`src/rtl/timer_pkg.sv`:
```
// ---------------------------------------------------------------------------
// timer_pkg
//   Shared definitions for bcd_countdown_timer and its display sub-module:
//     - timer_state_t : controller states (IDLE, RUN, PAUSE, ALARM)
//     - SEG_MAP       : 7-segment patterns {dp,g,f,e,d,c,b,a} for 0..9,
//                       active-high, dp always 0
//     - bcd_clamp()   : forces a nibble above 9 down to 9
// ---------------------------------------------------------------------------
package timer_pkg;

    typedef enum logic [1:0] {
        ST_IDLE  = 2'd0,
        ST_RUN   = 2'd1,
        ST_PAUSE = 2'd2,
        ST_ALARM = 2'd3
    } timer_state_t;

    localparam logic [7:0] SEG_MAP [10] = '{
        8'b00111111,  // 0
        8'b00000110,  // 1
        8'b01011011,  // 2
        8'b01001111,  // 3
        8'b01100110,  // 4
        8'b01101101,  // 5
        8'b01111101,  // 6
        8'b00000111,  // 7
        8'b01111111,  // 8
        8'b01101111   // 9
    };

    function automatic logic [3:0] bcd_clamp(input logic [3:0] nibble);
        return (nibble > 4'd9) ? 4'd9 : nibble;
    endfunction

endpackage

```
`src/rtl/bcd_scan_mux.sv`:
```
// ---------------------------------------------------------------------------
// bcd_scan_mux
//   Multiplexed 7-segment scan driver. Every SCAN_DIV clocks the selected
//   digit advances one position toward the MSB, wrapping to digit 0. The
//   segment pattern is decoded from the currently selected digit, so seg and
//   com always change on the same clock edge.
//
//   Parameters: DIGITS (1..8), SCAN_DIV (>=2) clocks per digit slot.
//   Ports:
//     clk    in   clock, posedge
//     rst    in   asynchronous active-low reset (selects digit 0)
//     value  in   4*DIGITS BCD digits, digit 0 in [3:0]
//     seg    out  {dp,g..a}, active-high, dp = 0
//     com    out  one-hot digit select, active-high
// ---------------------------------------------------------------------------
module bcd_scan_mux
    import timer_pkg::*;
#(
    parameter int DIGITS   = 4,
    parameter int SCAN_DIV = 65536
) (
    input  logic                  clk,
    input  logic                  rst,
    input  logic [4*DIGITS-1:0]   value,
    output logic [7:0]            seg,
    output logic [DIGITS-1:0]     com
);

    localparam int SCAN_W = $clog2(SCAN_DIV);
    localparam int IDX_W  = (DIGITS > 1) ? $clog2(DIGITS) : 1;

    localparam logic [SCAN_W-1:0] SCAN_MAX = SCAN_W'(SCAN_DIV - 1);
    localparam logic [IDX_W-1:0]  IDX_MAX  = IDX_W'(DIGITS - 1);

    logic [SCAN_W-1:0] r_scan;
    logic [IDX_W-1:0]  r_idx;
    logic [3:0]        w_digit;

    // NOTE: sequential state uses non-blocking assignments only, so every
    // register samples the pre-edge values of its neighbours.
    always_ff @(posedge clk or negedge rst) begin
        if (!rst) begin
            r_scan <= '0;
            r_idx  <= '0;
        end else if (r_scan == SCAN_MAX) begin
            r_scan <= '0;
            r_idx  <= (r_idx == IDX_MAX) ? '0 : r_idx + 1'b1;
        end else begin
            r_scan <= r_scan + 1'b1;
        end
    end

    // NOTE: combinational outputs get a default before any conditional
    // assignment so no path leaves them unassigned (no latch).
    always_comb begin
        w_digit = 4'd0;
        for (int i = 0; i < DIGITS; i++) begin
            if (r_idx == IDX_W'(i)) begin
                w_digit = value[4*i +: 4];
            end
        end
    end

    // The digit is always valid BCD; the clamp only keeps the table index
    // inside its ten entries.
    assign seg = SEG_MAP[bcd_clamp(w_digit)];
    assign com = DIGITS'(1) << r_idx;

endmodule

```
`src/rtl/bcd_countdown_timer.sv`:
```
// ---------------------------------------------------------------------------
// bcd_countdown_timer
//   Multi-digit BCD countdown timer with loadable preset, start/pause
//   control, multiplexed 7-segment display and end-of-count alarm tone.
//   All timing is derived from clk through clock-enable counters.
//
//   Build option: define TIMER_ALARM_EN to build the ALARM state and the
//   tone generator. Without it, reaching 0 returns straight to IDLE with a
//   one-cycle done pulse and spk is tied low.
//
//   Parameters: DIGITS (1..8), TICK_DIV, SCAN_DIV, TONE_DIV (>=2 each),
//               ALARM_TICKS (>=1).
//   Ports:
//     clk       in   clock, posedge
//     rst       in   asynchronous active-low reset
//     load      in   pulse: value <= clamped load_val, state -> IDLE/RUN
//     load_val  in   preset, 4*DIGITS BCD, digit 0 in [3:0]
//     start     in   pulse: start / resume / alarm acknowledge
//     pause     in   pulse: freeze the count while running
//     seg       out  segment pattern {dp,g..a}, active-high
//     com       out  one-hot digit select, active-high
//     spk       out  alarm square wave
//     running   out  high in RUN
//     done      out  high in ALARM (one-cycle pulse without the alarm)
//     value     out  current count, BCD
// ---------------------------------------------------------------------------
module bcd_countdown_timer
    import timer_pkg::*;
#(
    parameter int DIGITS      = 4,
    parameter int TICK_DIV    = 25000000,
    parameter int SCAN_DIV    = 65536,
    parameter int TONE_DIV    = 15625,
    parameter int ALARM_TICKS = 5
) (
    input  logic                  clk,
    input  logic                  rst,
    input  logic                  load,
    input  logic [4*DIGITS-1:0]   load_val,
    input  logic                  start,
    input  logic                  pause,
    output logic [7:0]            seg,
    output logic [DIGITS-1:0]     com,
    output logic                  spk,
    output logic                  running,
    output logic                  done,
    output logic [4*DIGITS-1:0]   value
);

    if (DIGITS < 1 || DIGITS > 8 || TICK_DIV < 2 || SCAN_DIV < 2 ||
        TONE_DIV < 2 || ALARM_TICKS < 1) begin : g_bad_cfg
        $error("bcd_countdown_timer: parameter out of range");
    end

    localparam int PRESC_W = $clog2(TICK_DIV);
    localparam logic [PRESC_W-1:0]  PRESC_MAX = PRESC_W'(TICK_DIV - 1);
    localparam logic [4*DIGITS-1:0] ALL_NINES = {DIGITS{4'd9}};

`ifdef TIMER_ALARM_EN
    localparam timer_state_t ST_AT_ZERO = ST_ALARM;
    localparam int ALARM_W = $clog2(ALARM_TICKS + 1);
    localparam int TONE_W  = $clog2(TONE_DIV);
    localparam logic [ALARM_W-1:0] ALARM_LAST = ALARM_W'(ALARM_TICKS - 1);
    localparam logic [TONE_W-1:0]  TONE_MAX   = TONE_W'(TONE_DIV - 1);

    logic [ALARM_W-1:0] r_alarm_cnt;
    logic [TONE_W-1:0]  r_tone_cnt;
    logic               r_spk;
    logic               w_alarm_last;
    logic               w_tone_tick;
`else
    localparam timer_state_t ST_AT_ZERO = ST_IDLE;

    logic               r_done_pulse;
`endif

    timer_state_t         r_state;
    timer_state_t         w_next_state;
    logic [4*DIGITS-1:0]  r_value;
    logic [PRESC_W-1:0]   r_presc;
    logic [PRESC_W-1:0]   w_presc_inc;
    logic [4*DIGITS-1:0]  w_load_clamped;
    logic [4*DIGITS-1:0]  w_val_dec;
    logic                 w_val_zero;
    logic                 w_dec_zero;
    logic                 w_tick;
    logic                 w_pause_take;
    logic                 w_run_dec;

    // -----------------------------------------------------------------------
    // Datapath helpers
    // -----------------------------------------------------------------------
    always_comb begin
        w_load_clamped = '0;
        for (int i = 0; i < DIGITS; i++) begin
            w_load_clamped[4*i +: 4] = bcd_clamp(load_val[4*i +: 4]);
        end
    end

    // Ripple-borrow BCD decrement: zeros become 9 until the first non-zero
    // digit absorbs the borrow.
    always_comb begin : p_bcd_dec
        logic w_borrow;
        w_borrow  = 1'b1;
        w_val_dec = r_value;
        for (int i = 0; i < DIGITS; i++) begin
            if (w_borrow) begin
                if (r_value[4*i +: 4] == 4'd0) begin
                    w_val_dec[4*i +: 4] = 4'd9;
                end else begin
                    w_val_dec[4*i +: 4] = r_value[4*i +: 4] - 4'd1;
                    w_borrow            = 1'b0;
                end
            end
        end
    end

    assign w_val_zero  = (r_value == '0);
    assign w_dec_zero  = (w_val_dec == '0);
    assign w_presc_inc = (r_presc == PRESC_MAX) ? '0 : r_presc + 1'b1;
    assign w_tick      = (r_presc == PRESC_MAX) &&
                         ((r_state == ST_RUN) || (r_state == ST_ALARM));

    // A pause accepted on a tick cycle wins over the decrement; the frozen
    // prescaler then fires the tick on the first cycle after resume.
    assign w_pause_take = (r_state == ST_RUN) && pause && !start && !load;
    assign w_run_dec    = (r_state == ST_RUN) && w_tick && !w_pause_take && !load;

    // -----------------------------------------------------------------------
    // FSM: state register
    // -----------------------------------------------------------------------
    always_ff @(posedge clk or negedge rst) begin
        if (!rst) begin
            r_state <= ST_IDLE;
        end else begin
            r_state <= w_next_state;
        end
    end

    // -----------------------------------------------------------------------
    // FSM: next-state logic
    // -----------------------------------------------------------------------
    always_comb begin
        w_next_state = r_state;
        if (load) begin
            w_next_state = start ? ST_RUN : ST_IDLE;
        end else begin
            case (r_state)
                ST_IDLE: begin
                    if (start && !w_val_zero) begin
                        w_next_state = ST_RUN;
                    end
                end
                ST_RUN: begin
                    if (w_pause_take) begin
                        w_next_state = ST_PAUSE;
                    end else if (w_run_dec && w_dec_zero) begin
                        w_next_state = ST_AT_ZERO;
                    end
                end
                ST_PAUSE: begin
                    if (start) begin
                        w_next_state = ST_RUN;
                    end
                end
                ST_ALARM: begin
`ifdef TIMER_ALARM_EN
                    if (start || (w_tick && w_alarm_last)) begin
                        w_next_state = ST_IDLE;
                    end
`else
                    w_next_state = ST_IDLE;
`endif
                end
                default: w_next_state = ST_IDLE;
            endcase
        end
    end

    // -----------------------------------------------------------------------
    // FSM: outputs
    // -----------------------------------------------------------------------
    always_comb begin
        running = (r_state == ST_RUN);
`ifdef TIMER_ALARM_EN
        done    = (r_state == ST_ALARM);
`else
        done    = r_done_pulse;
`endif
    end

    // -----------------------------------------------------------------------
    // Count value and tick prescaler
    // -----------------------------------------------------------------------
    always_ff @(posedge clk or negedge rst) begin
        if (!rst) begin
            r_value <= ALL_NINES;
            r_presc <= '0;
        end else begin
            if (load) begin
                r_value <= w_load_clamped;
            end else if (w_run_dec) begin
                r_value <= w_val_dec;
            end

            // Cleared while idle so a start from IDLE always gives a full
            // TICK_DIV interval; held while paused.
            if (load) begin
                r_presc <= '0;
            end else begin
                case (r_state)
                    ST_RUN:   if (!w_pause_take) r_presc <= w_presc_inc;
                    ST_PAUSE: r_presc <= r_presc;
                    ST_ALARM: r_presc <= start ? '0 : w_presc_inc;
                    default:  r_presc <= '0;
                endcase
            end
        end
    end

`ifdef TIMER_ALARM_EN
    // -----------------------------------------------------------------------
    // Alarm duration and tone generator
    // -----------------------------------------------------------------------
    assign w_alarm_last = (r_alarm_cnt == ALARM_LAST);
    assign w_tone_tick  = (r_tone_cnt == TONE_MAX);

    always_ff @(posedge clk or negedge rst) begin
        if (!rst) begin
            r_alarm_cnt <= '0;
            r_tone_cnt  <= '0;
            r_spk       <= 1'b0;
        end else begin
            // Zero outside ALARM, so counting restarts on every entry.
            if (r_state != ST_ALARM) begin
                r_alarm_cnt <= '0;
            end else if (w_tick) begin
                r_alarm_cnt <= r_alarm_cnt + 1'b1;
            end

            // The tone divider free-runs; only the speaker is gated.
            r_tone_cnt <= w_tone_tick ? '0 : r_tone_cnt + 1'b1;

            if (w_next_state != ST_ALARM) begin
                r_spk <= 1'b0;
            end else if (w_tone_tick) begin
                r_spk <= ~r_spk;
            end
        end
    end

    assign spk = r_spk;
`else
    always_ff @(posedge clk or negedge rst) begin
        if (!rst) begin
            r_done_pulse <= 1'b0;
        end else begin
            r_done_pulse <= w_run_dec && w_dec_zero;
        end
    end

    assign spk = 1'b0;
`endif

    assign value = r_value;

    // -----------------------------------------------------------------------
    // Display scan
    // -----------------------------------------------------------------------
    bcd_scan_mux #(
        .DIGITS   (DIGITS),
        .SCAN_DIV (SCAN_DIV)
    ) u_scan (
        .clk   (clk),
        .rst   (rst),
        .value (r_value),
        .seg   (seg),
        .com   (com)
    );

endmodule
```
`config.mk`:
```
export PLATFORM = sky130hd
export DESIGN_NAME = bcd_countdown_timer
export DESIGN_NICKNAME = d
export VERILOG_FILES = /design/src/rtl/timer_pkg.sv /design/src/rtl/bcd_scan_mux.sv /design/src/rtl/bcd_countdown_timer.sv
export SDC_FILE = /design/constraint.sdc
export NUM_CORES = 1
export LEC_CHECK = 0
export BUFFER_PORTS_ARGS = -buffer_cell sky130_fd_sc_hd__buf_2
export CAP_MARGIN = 0
export CORE_MARGIN = 2
export CORE_UTILIZATION = 63
export DETAILED_ROUTE_END_ITERATION = 12
export PLACE_DENSITY = 0.86
export SLEW_MARGIN = 20
export SYNTH_ARGS = -nofsm -noshare
export SYNTH_HDL_FRONTEND = slang
export SYNTH_HIERARCHICAL = 1
export SYNTH_SLANG_ARGS = --single-unit
```
`constraint.sdc`:
```
create_clock -name clk -period 7 [get_ports clk]
set_input_delay 0.7 -clock clk [delete_from_list [all_inputs] [get_ports clk]]
set_output_delay 0.7 -clock clk [all_outputs]
set_load 0.005 [all_outputs]
```
# Word level (Yosys, flattened, before mapping)
# Memories as Yosys holds them, arrays and structs flattened.
# Cells that the tools add are included.
# Widths: inputs -> output; s select.
# op_classes
n_eq_ne,13
n_lt_le_gt_ge,6
shifts,1
n_mux,39
add_sub_neg,7
n_bitwise,1
reduce_logical,25
# op_table
op,count
$mux 25,4
$pmux 25 s3,1
$mux 4,16
$mux 16,3
$logic_not 16->1,2
$add 25x1->25 const B,1
$eq 25x25->1 const B,1
$gt 4x4->1 const B,5
$add 16x1->16 const B,1
$eq 16x16->1 const B,1
$logic_not 4->1,4
$mux 8,2
$sub 4x1->4 const B,4
$mux 2,6
$logic_and 1x1->1,9
$ne 3x3->1 const B,3
$eq 2x2->1 const B,4
$pmux 2 s4,1
$mux 1,6
$ge 5x5->1 const B,1
$not 4->5,1
$eq 2x1->1 const B,2
$logic_not 1->1,4
$logic_not 2->1,2
8 further kinds,8
# word_totals
ff_bits,62
output_inout_bits,31
romBits,128
word_cells,99
mem_count,1
in_bits,21
# memory_table
memory,words,word_bits,read_ports,rd_clocked_by_memory_dff,write_ports,line_no,text
(name not given),16,8,1,0,0,bcd_scan_mux.sv:66,assign seg = SEG_MAP[bcd_clamp(w_digit)];

# Longest topological paths before layout
# logic_depth
ltp_word,12
mapped_depth,9
mapped_depth_nobuf,9

# By module
# The synthesis kept the hierarchy.
# by_module_without_submodules
mod,cells_per_inst,area_each_um2,n_inst,seq_area_each_um2
bcd_countdown_timer,308,2710.1,1,1111.1
bcd_scan_mux,128,1243.7,1,450.4

# Worst setup path before layout
# No wires, ideal clock.
# synth_timing
path_type,register to output
start,register u_scan.r_idx[0]
end,output port seg[5]
path_buffers,0
arrival_time_ns,2.158
stages_incl_launch_ff,9
setup_slack_ns,4.142
cell_sequence,dfrtp_1 -> ha_1 -> nand3b_1 -> a221oi_2 -> or3_1 -> inv_1 -> ha_1 -> nor3_1 -> a211o_1
# synth_via
elab_chain_cells,11
word_cells_on_any_way,14
cone_classes,order compare (1); eq/ne (3); mux (7); bitwise (1); reduce/logical (1); memory (1)
# synth_rtl
element,line_no,text
from (decl),bcd_scan_mux.sv:36,logic [IDX_W-1:0] r_idx;
from (signal assigned),bcd_scan_mux.sv:47,r_idx <= (r_idx == IDX_MAX) ? '0 : r_idx + 1'b1;
$logic_not 2->1,bcd_scan_mux.sv:58,if (r_idx == IDX_W'(i)) begin
$mux 4 (3 in a row),bcd_scan_mux.sv:58,
$mux 4 (*),bcd_scan_mux.sv:58,
$gt 4x4->1,timer_pkg.sv:32,return (nibble > 4'd9) ? 4'd9 : nibble;
$mux 4 (*),timer_pkg.sv:32,
$not 4->5 (not written as such) (*),bcd_scan_mux.sv:66,
$mem_v2 16x8 (*),-,
$mux 8 (not written as such) (*) (2 in a row),bcd_scan_mux.sv:66,
to (decl),bcd_countdown_timer.sv:42,"output logic [7:0] seg,"
# Mark *: on every way between the ends. The rest lies on a longest branch, timed or not. The select of a mux whose other input is x is not followed.

# Worst setup path after layout
# layout_timing
start,register u_scan.r_idx[1]
end,output port seg[6]
# Same word-level chain as after synthesis.

==> metrics.yaml <==
outcome: "complete, no violations"
syn_area_per_cell_sq_um: 9.07
syn2layout_area_growth_pct: 11.3
ys_async_sr_fraction_pct: 100
synthCells: 436
relSlewSlack_pct: 48.4
final_util_pct: 73.5
synth_nets: 469
whs_ns: 0.475
post_cts_buffers: 0
grt_max_degree: 63
synth_edf_count: 0
path_max_fanout: 10
fin_skew_ns: 0.00666
port_buffers: 49
fill_cells: 433
initial_core_util_pct: 66.0
grt_setup_unrepaired: "false"
crit_slowest_cell: "a221oi_2"
synth_area_leader_cell: "dfrtp_1"
gp_congestion: 0.899
drv_slew: 0
cp_num_buf_inv: 3
hpwl_um: 6410
worstPathRequired_ns: 6.30
cp_top_family: "simple AND/OR/NAND/NOR gates"
n_antenna_cell: 0
rows: 28
wl_per_cell_um: 16.2
max_freq_ghz: 0.269
dieArea_sq_um: 6930
ant_nets: 0
grt_first_pass_wirelength_um: 15100
ys_types: 70
synth.most_common_cell: "dfrtp_1"
setup_viol: 0
gr-usage-met3_pct: 7.85
die-height_um: 83.2
clock-root-buffer: "clkbuf_8"
synth_common_cells: "54 x dfrtp_1, 48 x nor2_1, 32 x nand2_1"
crit_chain: "inv_1, ha_1, nand3b_1, a221oi_2, or3_1, inv_1, ha_1, nor3_1, a211o_1, buf_2"
cts_tree: "built"
final.period_utilization_pct: 53.2
syn_area_sq_um: 3950
hold_viol_final: 0
wirelength_um: 9120
yosysSeqAreaShare_pct: 39.5
yosysWarnings: 6
ir_drop_uv: 125
grt_use_total_pct: 26.7
ff_latch_area_sq_um: 1560
cts_hold_buffers: 0
grt_pass1_vias: 3353
ioPinCount: 52
worst_ep_arrival_time_ns: 3.02
final.min_clock_period_ns: 3.72
antenna_found_initial: 0
place_inst: 546
maxCapViolCount: 0
hold_class: "flop to flop"
met1_usage_pct: 35.3
final_nets: 515
setup.worst_path.class: "flop to output pin"
p_leak_nw: 1.80
globalRouteOverflowTotal: 0
synthFlopType: "dfrtp_1"
synthDominantCellAreaShare_pct: 34.2
die_w_um: 83.2
start_kind: "flop"
viasPerCell: 6.31
synth_seq_cells: 62
gr-usage-met2_pct: 41.9
first_pass_iters: 5
max_stage_delay_ns: 0.59
max-clock-path-buffers: 2
worst_pin_slew_ns: 0.774
post-route-drc-count: 0
core_sq_um: 5990
drive_gt1_share_pct: 19.3
clk-insertion-delay-late_ns: 0.35
synth_area_leaders: "dfrtp_1 34%, dfstp_2 5.3%, xnor2_1 4.9%"
fin_cells: 562
multi_input_area_sq_um: 2250
ctsResizeCount: 0
drt-initial-drc-count: 400
critPathCaptureType: "output pin"
p_per_area_nw_per_um2: 178
numCtsBuffers: 9
busiest_layer: "met2"
cts.sinks: 62
via_count: 3548
finalSetupTns_ns: 0
path_clk_slew_ns: 0.07
h-tree-depth: 3
[placed cells by master, fill, tap and decap left out, types with 3 or more instances in the layout]
cell type	netlist	routed
dfrtp_1	54	54
buf_2	6	49
nor2_1	48	48
nand2_1	32	32
xnor2_1	22	22
nor4_1	20	20
nand3_1	20	20
o21ai_0	20	20
inv_1	17	17
a21oi_1	15	15
nand4_1	14	14
nor3_1	14	14
ha_1	12	12
clkbuf_8	0	10
dfstp_2	8	8
and3_1	6	6
nor3b_1	6	6
o21a_1	6	6
a22o_1	6	6
nand2b_1	5	5
or3_1	5	5
nor2b_1	5	5
nand3b_1	5	5
xor2_1	4	4
nor4b_1	4	4
o22ai_1	4	4
and2_1	3	3
and4_1	3	3
o311ai_0	3	3
mux2i_1	3	3
[cell type report]
| type | instances | area share, % |
|---|---|---|
| Inverter | 17 | 1.45 |
| Clock buffer | 11 | 3.21 |
| Timing Repair Buffer | 51 | 5.91 |
| Sequential cell | 62 | 35.5 |
| Multi-Input combinational cell | 341 | 51.0 |
| Tap cell | 75 | 2.13 |
| Clock inverter | 5 | 0.768 |
[flip-flops by register name (all words and copies together), names as in the netlist]
| signal | cells |
|---|---|
| u_scan/r_scan | 16 |
| done | 1 |
| value | 16 |
| u_scan/r_idx | 2 |
| r_presc | 25 |
| r_state | 2 |
[cells by family (layout without fill, tap and decap cells)]
family	count (synthesis)	in the layout	share of synthesized area [%]
muxes	7	7	2.09
DFF	62	62	39.5
adders and majority gates	12	12	3.80
buffers and inverters	33	84	3.70
AOI/OAI and AO/OA	86	86	15.4
xor gates and xnor gates	26	26	5.76
and+or+nand+nor	208	208	29.6
other	2	2	0.190
[report_power, final]
group / switching [mW] / total, mW / internal, mW
combinational: 0.0634 / 0.107 / 0.0439
sequential: 0.0198 / 0.392 / 0.372
clock: 0.146 / 0.284 / 0.138
[worst paths after layout]
| path | start | to | slack [ns] | cells after the start |
|---|---|---|---|---|
| worst max-delay path | u_scan/r_idx[1]$_DFFE_PN0N_ | seg[6] | 3.28 | 10 |
| worst min-delay path | u_scan/r_scan[14]$_DFF_PN0_ | u_scan/r_scan[14]$_DFF_PN0_ | 0.47 | 1 |
| worst max register to register | r_presc[0]$_DFFE_PN0P_ | r_presc[24]$_DFFE_PN0P_ | 4.29 | 6 |
| worst min register to register | u_scan/r_scan[14]$_DFF_PN0_ | u_scan/r_scan[14]$_DFF_PN0_ | 0.47 | 1 |
| max in group asynchronous | rst | r_presc[24]$_DFFE_PN0P_ | 5.98 | 2 |
| min in group asynchronous | rst | value[14]$_DFFE_PN0P_ | 0.52 | 2 |
[per-stage QoR]
step / total power [mW] / worst slack [ns] / area [sq um]
final: 0.783 / 3.28 / 4400
after global routing: 0.818 / 3.15 / 4400
after CTS: 0.784 / 3.39 / 4400
after detailed placement: 0.503 / 3.77 / 4230
after global placement: 0.499 / 3.91 / 4230
after floorplan: 0.457 / 4.14 / 3950
[metal layers]
metal  vias up  wire length (um)  share of wire, %
met3        18               662               7.3
met4         0               140               1.5
met5         -                 0                 0
met1      1681              4010                44
met2       153              4310                47
li1       1696                 -                 -
Power figures use the tool's default switching activity.
